File: src/rtl/z80_prefetch_queue.sv
// z80_prefetch_queue: instruction fetcher with a DEPTH-entry PC-tagged opcode FIFO toward the decoder.
// Define PREFETCH_STATS_EN to add saturating flush_cnt/drop_cnt outputs.
module z80_prefetch_queue #(
   parameter int ADDR_W        = 16,
   parameter int DATA_W        = 8,
   parameter int DEPTH         = 4,
   parameter int WARMUP_CYCLES = 7,
   parameter int RESET_PC      = 0
) (
   input  logic              CLK,
   input  logic              RST,
   input  logic              flush,
   input  logic [ADDR_W-1:0] targetPC,
   output logic              MREQ,
   output logic [ADDR_W-1:0] I_Addr,
   input  logic              I_wait,
   input  logic [DATA_W-1:0] I_Data,
   output logic              q_valid,
   output logic [DATA_W-1:0] q_data,
   output logic [ADDR_W-1:0] q_pc,
   input  logic              dec_pop
`ifdef PREFETCH_STATS_EN
   ,
   output logic [15:0]       flush_cnt,
   output logic [15:0]       drop_cnt
`endif
);
   localparam int PW = $clog2(DEPTH);
   localparam int CW = PW + 1;
   localparam int WW = $clog2(WARMUP_CYCLES) + 1;
   typedef enum logic {WARM, RUN} state_t;
   state_t            state, state_nxt;
   logic [WW-1:0]     warm_cnt;
   logic [CW-1:0]     count, count_nxt;
   logic [PW-1:0]     rd_ptr, wr_ptr;
   logic [DATA_W-1:0] mem_data [DEPTH];
   logic [ADDR_W-1:0] mem_pc [DEPTH];
   logic              xfer, push, pop, clr, warm_done, mreq_nxt;
   logic [ADDR_W-1:0] addr_nxt;
   assign q_valid = count != '0;
   assign q_data  = mem_data[rd_ptr];
   assign q_pc    = mem_pc[rd_ptr];
   // A RUN-state flush discards both the returning byte and any pop on the same edge.
   always_comb begin
      warm_done = state == WARM && warm_cnt == WW'(WARMUP_CYCLES - 1);
      clr       = state == RUN && flush;
      xfer      = MREQ && !I_wait;
      push      = xfer && !clr;
      pop       = q_valid && dec_pop && !clr;
      count_nxt = clr ? '0 : count + CW'(push) - CW'(pop);
      state_nxt = warm_done ? RUN : state;
      mreq_nxt  = state_nxt == RUN && count_nxt < CW'(DEPTH);
      addr_nxt  = flush ? targetPC : push ? I_Addr + ADDR_W'(1) : I_Addr;
   end
   always_ff @(posedge CLK or posedge RST)
      if (RST) state <= WARM;
      else     state <= state_nxt;
   always_ff @(posedge CLK or posedge RST)
      if (RST) begin
         warm_cnt <= '0;
         MREQ     <= 1'b0;
         I_Addr   <= ADDR_W'(RESET_PC);
         count    <= '0;
         rd_ptr   <= '0;
         wr_ptr   <= '0;
         for (int i = 0; i < DEPTH; i++) begin
            mem_data[i] <= '0;
            mem_pc[i]   <= '0;
         end
      end else begin
         warm_cnt <= state == WARM ? warm_cnt + WW'(1) : warm_cnt;
         MREQ     <= mreq_nxt;
         I_Addr   <= addr_nxt;
         count    <= count_nxt;
         rd_ptr   <= clr ? '0 : pop ? rd_ptr + PW'(1) : rd_ptr;
         wr_ptr   <= clr ? '0 : push ? wr_ptr + PW'(1) : wr_ptr;
         if (push) begin
            mem_data[wr_ptr] <= I_Data;
            mem_pc[wr_ptr]   <= I_Addr;
         end
      end
`ifdef PREFETCH_STATS_EN
   logic [16:0] drop_sum;
   assign drop_sum = {1'b0, drop_cnt} + 17'(count) + 17'(xfer);
   always_ff @(posedge CLK or posedge RST)
      if (RST) begin
         flush_cnt <= '0;
         drop_cnt  <= '0;
      end else if (clr) begin
         flush_cnt <= flush_cnt + 16'(flush_cnt != 16'hFFFF);
         drop_cnt  <= drop_sum[16] ? 16'hFFFF : drop_sum[15:0];
      end
`endif
endmodule

File: config.mk
export PLATFORM = sky130hd
export DESIGN_NAME = z80_prefetch_queue
export DESIGN_NICKNAME = d
export VERILOG_FILES = /design/src/rtl/z80_prefetch_queue.sv
export SDC_FILE = /design/constraint.sdc
export NUM_CORES = 1
export LEC_CHECK = 0
export CAP_MARGIN = 25
export CORE_UTILIZATION = 42
export CTS_BUF_LIST = sky130_fd_sc_hd__clkbuf_16
export CTS_CLUSTER_DIAMETER = 60
export DETAILED_ROUTE_END_ITERATION = 8
export GPL_ROUTABILITY_DRIVEN = 0
export SLEW_MARGIN = 20
export SYNTH_ARGS = -nofsm -noshare
export SYNTH_HDL_FRONTEND = slang
export SYNTH_SLANG_ARGS = --single-unit
File: constraint.sdc
create_clock -name CLK -period 5.3 [get_ports CLK]
set_input_delay 1.06 -clock CLK [delete_from_list [all_inputs] [get_ports CLK]]
set_output_delay 1.06 -clock CLK [all_outputs]
set_load 0.005 [all_outputs]
# == Word-level counts from Yosys, hierarchy flattened ==
# Cells that the tools add are included.
# op_classes
n_reduce_logical,14
n_mux,20
magnitude_cmp,4
div_mod_pow,0
shifts,0
n_eq_ne,1
n_mul,0
bitwise,3
n_addsub,6
# op_table
operator,count
$mux W16,5
$bwmux W64,1
$bmux W16 S2,1
$bwmux W32,1
$demux W16 S2,1
$mux W8,3
$add A16 B1 Y16 const B,1
$bmux W8 S2,1
$demux W8 S2,1
$logic_and A1 B1 Y1,8
$mux W2,4
$ge A3 B3 Y1 const B,2
$not A2 Y3,2
$reduce_bool A2 Y1,3
$add A2 B1 Y2 const B,2
$add A4 B1 Y4 const B,1
$eq A4 B3 Y1 const B,1
$add A3 B1 Y3,1
$lt A3 B1 Y1 const B,1
$lt A3 B3 Y1 const B,1
$mux W3,1
$reduce_bool A3 Y1,1
$sub A3 B1 Y3,1
$logic_not A1 Y1,2
2 further kinds,2
# totals
reg_bits,125
latch_bits,0
out_inout_bits,42
wordCells,63
memories,0
romBits,0
ram_bits,0

# == Longest topological paths before layout ==
# logic_depth
depth_word,8
depth_mapped,12

# == Least setup slack after synthesis ==
# OpenSTA, ideal clock, no wires.
# synth_path
path_type,input to register
start,input I_wait
end,register MREQ
required_ps,5180
slack_ps,2368
cell_stages,12
setup_time_ps,120
arrival_time_ps,2813
path_buffers,2
cell_sequence,nor2b_1 -> buf_2 -> nor2b_1 -> buf_4 -> inv_1 -> ha_1 -> inv_1 -> ha_1 -> fa_1 -> xnor2_1 -> nor2_1 -> nor2b_1
# synth_between
elab_chain_cells,8
# synth_lines
item,line,text
"start, declared",16,"input logic I_wait,"
$logic_not A1 Y1,47,xfer = MREQ && !I_wait;
$logic_and A1 B1 Y1,47,
$logic_and A1 B1 Y1,48,push = xfer && !clr;
$add A3 B1 Y3,50,count_nxt = clr ? '0 : count + CW'(push) - CW'(pop);
$sub A3 B1 Y3,50,
$mux W3,50,
via count_nxt[2],34,"logic [CW-1:0] count, count_nxt;"
$lt A3 B3 Y1,52,mreq_nxt = state_nxt == RUN && count_nxt < CW'(DEPTH);
$logic_and A1 B1 Y1,52,
via mreq_nxt,38,"logic xfer, push, pop, clr, warm_done, mreq_nxt;"
"end signal, assigned",72,MREQ <= mreq_nxt;
"end, declared",14,"output logic MREQ,"
# The timed path passes the listed nets, and every way through them passes these cells.
# A chain may end at the register's enable or synchronous reset.

# == Worst setup path after layout ==
# layout_path
start,input flush
end,register MREQ
# layout_between
elab_chain_cells,8
elab_cells_between_ends,9
cone_classes,add/sub: 2; order compare: 1; mux: 1; reduce/logical: 5
# layout_lines
item,line,text
"start, declared",12,"input logic flush,"
$logic_and A1 B1 Y1 *,46,clr = state == RUN && flush;
$logic_not A1 Y1,"48, 49",
$logic_and A1 B1 Y1,48,
$add A3 B1 Y3,50,
$sub A3 B1 Y3,50,
$mux W3 *,50,
via count_nxt[2],34,
$lt A3 B3 Y1 *,52,
$logic_and A1 B1 Y1 *,52,
via mreq_nxt,38,
# Mark *: on every way through the listed nets, which the timed path passes. The rest lies on a longest branch.

==> flow_summary.ini <==
[run_status]
status = finished, final reports clean

[floorplanning]
floorplan.initialDensity_pct = 43.3
die_w_microns = 119
ios = 71
core_area_sq_um = 13300
fp-row-count = 42
die_h_microns = 119
dieArea_sq_um = 14200

[global_route]
track_usage_pct = 18.4
antenna_found_initial = 0
grt_pass1_vias = 3591
grt_max_degree = 79
grt-ovfl-total = 0
grt_pass1_wl_microns = 19400

[detailed_routing]
wl_per_cell_microns = 18.0
vias_per_cell = 5.15
first_pass_iters = 4
drt_iter0_drc = 105
drtAntennaViolNets = 0
drc = 0
vias = 3352
drt_wl_total_microns = 11700

[clocking]
cts_setup_buffers = 0
cts_tree = done
cts_buffers = 17
ctsRootBufferMaster = clkbuf_16
ctsResizeCount = 0
htreeDepth = 4
cts.sinks = 125
hold_buffers = 0
clk_latency_ps = 410
ctsLongestPathBuffers = 2
clkTransAtPathRegs_ps = 50

[yosys]
synth_top_area_share_pct = 54.3
synth.most_common_cell = dfrtp_1
synth_nets = 434
synth_commonest_cells = dfrtp_1 (125), mux2_2 (93), mux4_2 (24), nand2_1 (18), o21ai_0 (14)
async_flop_share_pct = 100
syn_inst = 395
synthDistinctLibCells = 35
yosysSeqAreaShare_pct = 54.3
ys.flop_type = dfrtp_1
synth.area.top_cells = dfrtp_1 (54%), mux2_2 (18%), mux4_2 (9.4%)
ys.warnings.count = 0
yosysTopAreaCell = dfrtp_1
netlist_area_sq_um = 5760
syn_avg_cell_area_sq_um = 14.6
synth-edff-count = 0
ys_seq_elements = 125

[power_and_ir_drop]
power.density_nw_per_um2 = 508
vdd_drop_max_mv = 0.259
p_leak_uw = 0.00313

[placed_design]
place_hpwl_microns = 7420
io_buffers = 70

[sta]
tightestPinTransition_ps = 803
fin_skew_ps = 6.38
fin_tns_setup_ps = 0
relSlewSlack_pct = 46.4
slew_violations = 0
finalCritPeriodShare_pct = 69.3
setup_viol = 0
rsz0062_at_grt = no
fin_hold_ws_ps = 482
fin_crit_ps = 3670
fmax_ghz = 0.272
hold_violations = 0

[worst_setup_path]
crit_path_max_fanout = 30
arrival_ps = 3970
cpPeakStageDelay_ps = 670
critPathKind = in -> reg
critPathSlowestCell = nor2b_1
ff2ff_setup_slack_ps = 2460
critPathCaptureType = flip-flop
cp-start-kind = input port
path_cells = clkdlybuf4s50_1, buf_4, and2_1, nor2b_1, inv_1, ha_1, inv_1, ha_1, fa_1, xnor2_1, nor2_1, nor2b_1
critPathRequiredTime_ps = 5600

[hold_path]
hp-class = reg -> reg

[cells_and_area]
fin_nets = 505
diodes = 0
drive_gt1_share_pct = 31.8
area_growth_pct = 23.2

[job]
cap_violations = 0
[flip-flops by register name, summed over array words and instances (netlist names)]
register  flops
warm_cnt      4
count         3
wr_ptr        2
I_Addr       16
state         1
mem_pc       64
MREQ          1
rd_ptr        2
mem_data     32
[where the power goes]
| group | switching [uW] | internal, uW |
|---|---|---|
| clock | 366 | 613 |
| combinational | 345 | 782 |
| sequential | 212 | 1290 |
| total | 923 | 2690 |
[stage by stage]
stage | worst slack [ps] | utilization [%] | area (sq um) | instances | total power, uW
final | 1630 | 53.4 | 7100 | 651 | 3610
after global placement | 1260 | 49.3 | 6550 | 621 | 2590
after global routing | 1450 | 53.4 | 7100 | 651 | 3810
after CTS | 1610 | 53.0 | 7050 | 649 | 3630
after floorplan | 912 | - | 5760 | 395 | 2150
after detailed placement | 1180 | 49.3 | 6550 | 621 | 2640
[final timing paths]
| kind | startpoint | endpoint | cells past startpoint |
|---|---|---|---|
| max | flush | MREQ | 12 |
| min | warm_cnt[3] | warm_cnt[3] | 1 |
| max reg2reg | state | MREQ | 10 |
| min reg2reg | warm_cnt[3] | warm_cnt[3] | 1 |
| max in group asynchronous | RST | rd_ptr[0] | 4 |
| min in group asynchronous | RST | mem_pc[34] | 2 |
[layout make-up]
| cell class | instances | area (sq um) |
|---|---|---|
| Fill cell | 1144 | 6190 |
| Sequential cell | 125 | 3130 |
| Tap cell | 176 | 220 |
| Clock buffer | 17 | 425 |
| Multi-Input combinational cell | 233 | 2420 |
| Timing Repair Buffer | 77 | 793 |
| Clock inverter | 11 | 68.8 |
| Inverter | 12 | 47.5 |
[layout by cell type (no fill, tap or decap), types with 3 or more instances in the layout]
cell             count
buf_4                5
ha_1                 9
clkbuf_16           17
xnor2_1              7
inv_1               17
nand2_1             18
nand3_1              5
xor2_1              13
mux2_1               3
nor2b_1              5
nand2_4              4
dfrtp_1            124
o21ai_0             14
nand4_1              7
mux2_2              93
clkdlybuf4s50_1     70
mux4_2              24
clkinv_1             3
nor2_1               9
[critical path: cells and delay by family]
| family | cells | cell delay (ps) |
|---|---|---|
| XOR/XNOR | 1 | 140 |
| adder cells (fa/ha/maj) | 3 | 860 |
| buffers and inverters | 4 | 760 |
| AND/OR/NAND/NOR | 4 | 1150 |
[per-layer routing]
layer | global-route usage (%) | vias to the layer above | part of all wire [%]
met5 | 0 | - | 0
met4 | 8.31 | 0 | 2.0
met3 | 4.21 | 19 | 3.0
met2 | 30.1 | 53 | 50
met1 | 23.3 | 1721 | 45
li1 | - | 1559 | -
[logic make-up after synthesis]
group,after synthesis,share of synthesized area [%]
buffers and inverters,37,3.78
adder cells (fa/ha/maj),10,2.30
XOR/XNOR,20,3.04
AND/OR/NAND/NOR,61,6.19
AO/OA/AOI/OAI,20,1.93
flip-flops,125,54.3
multiplexers,122,28.5
(Power assumes the default switching activity.)
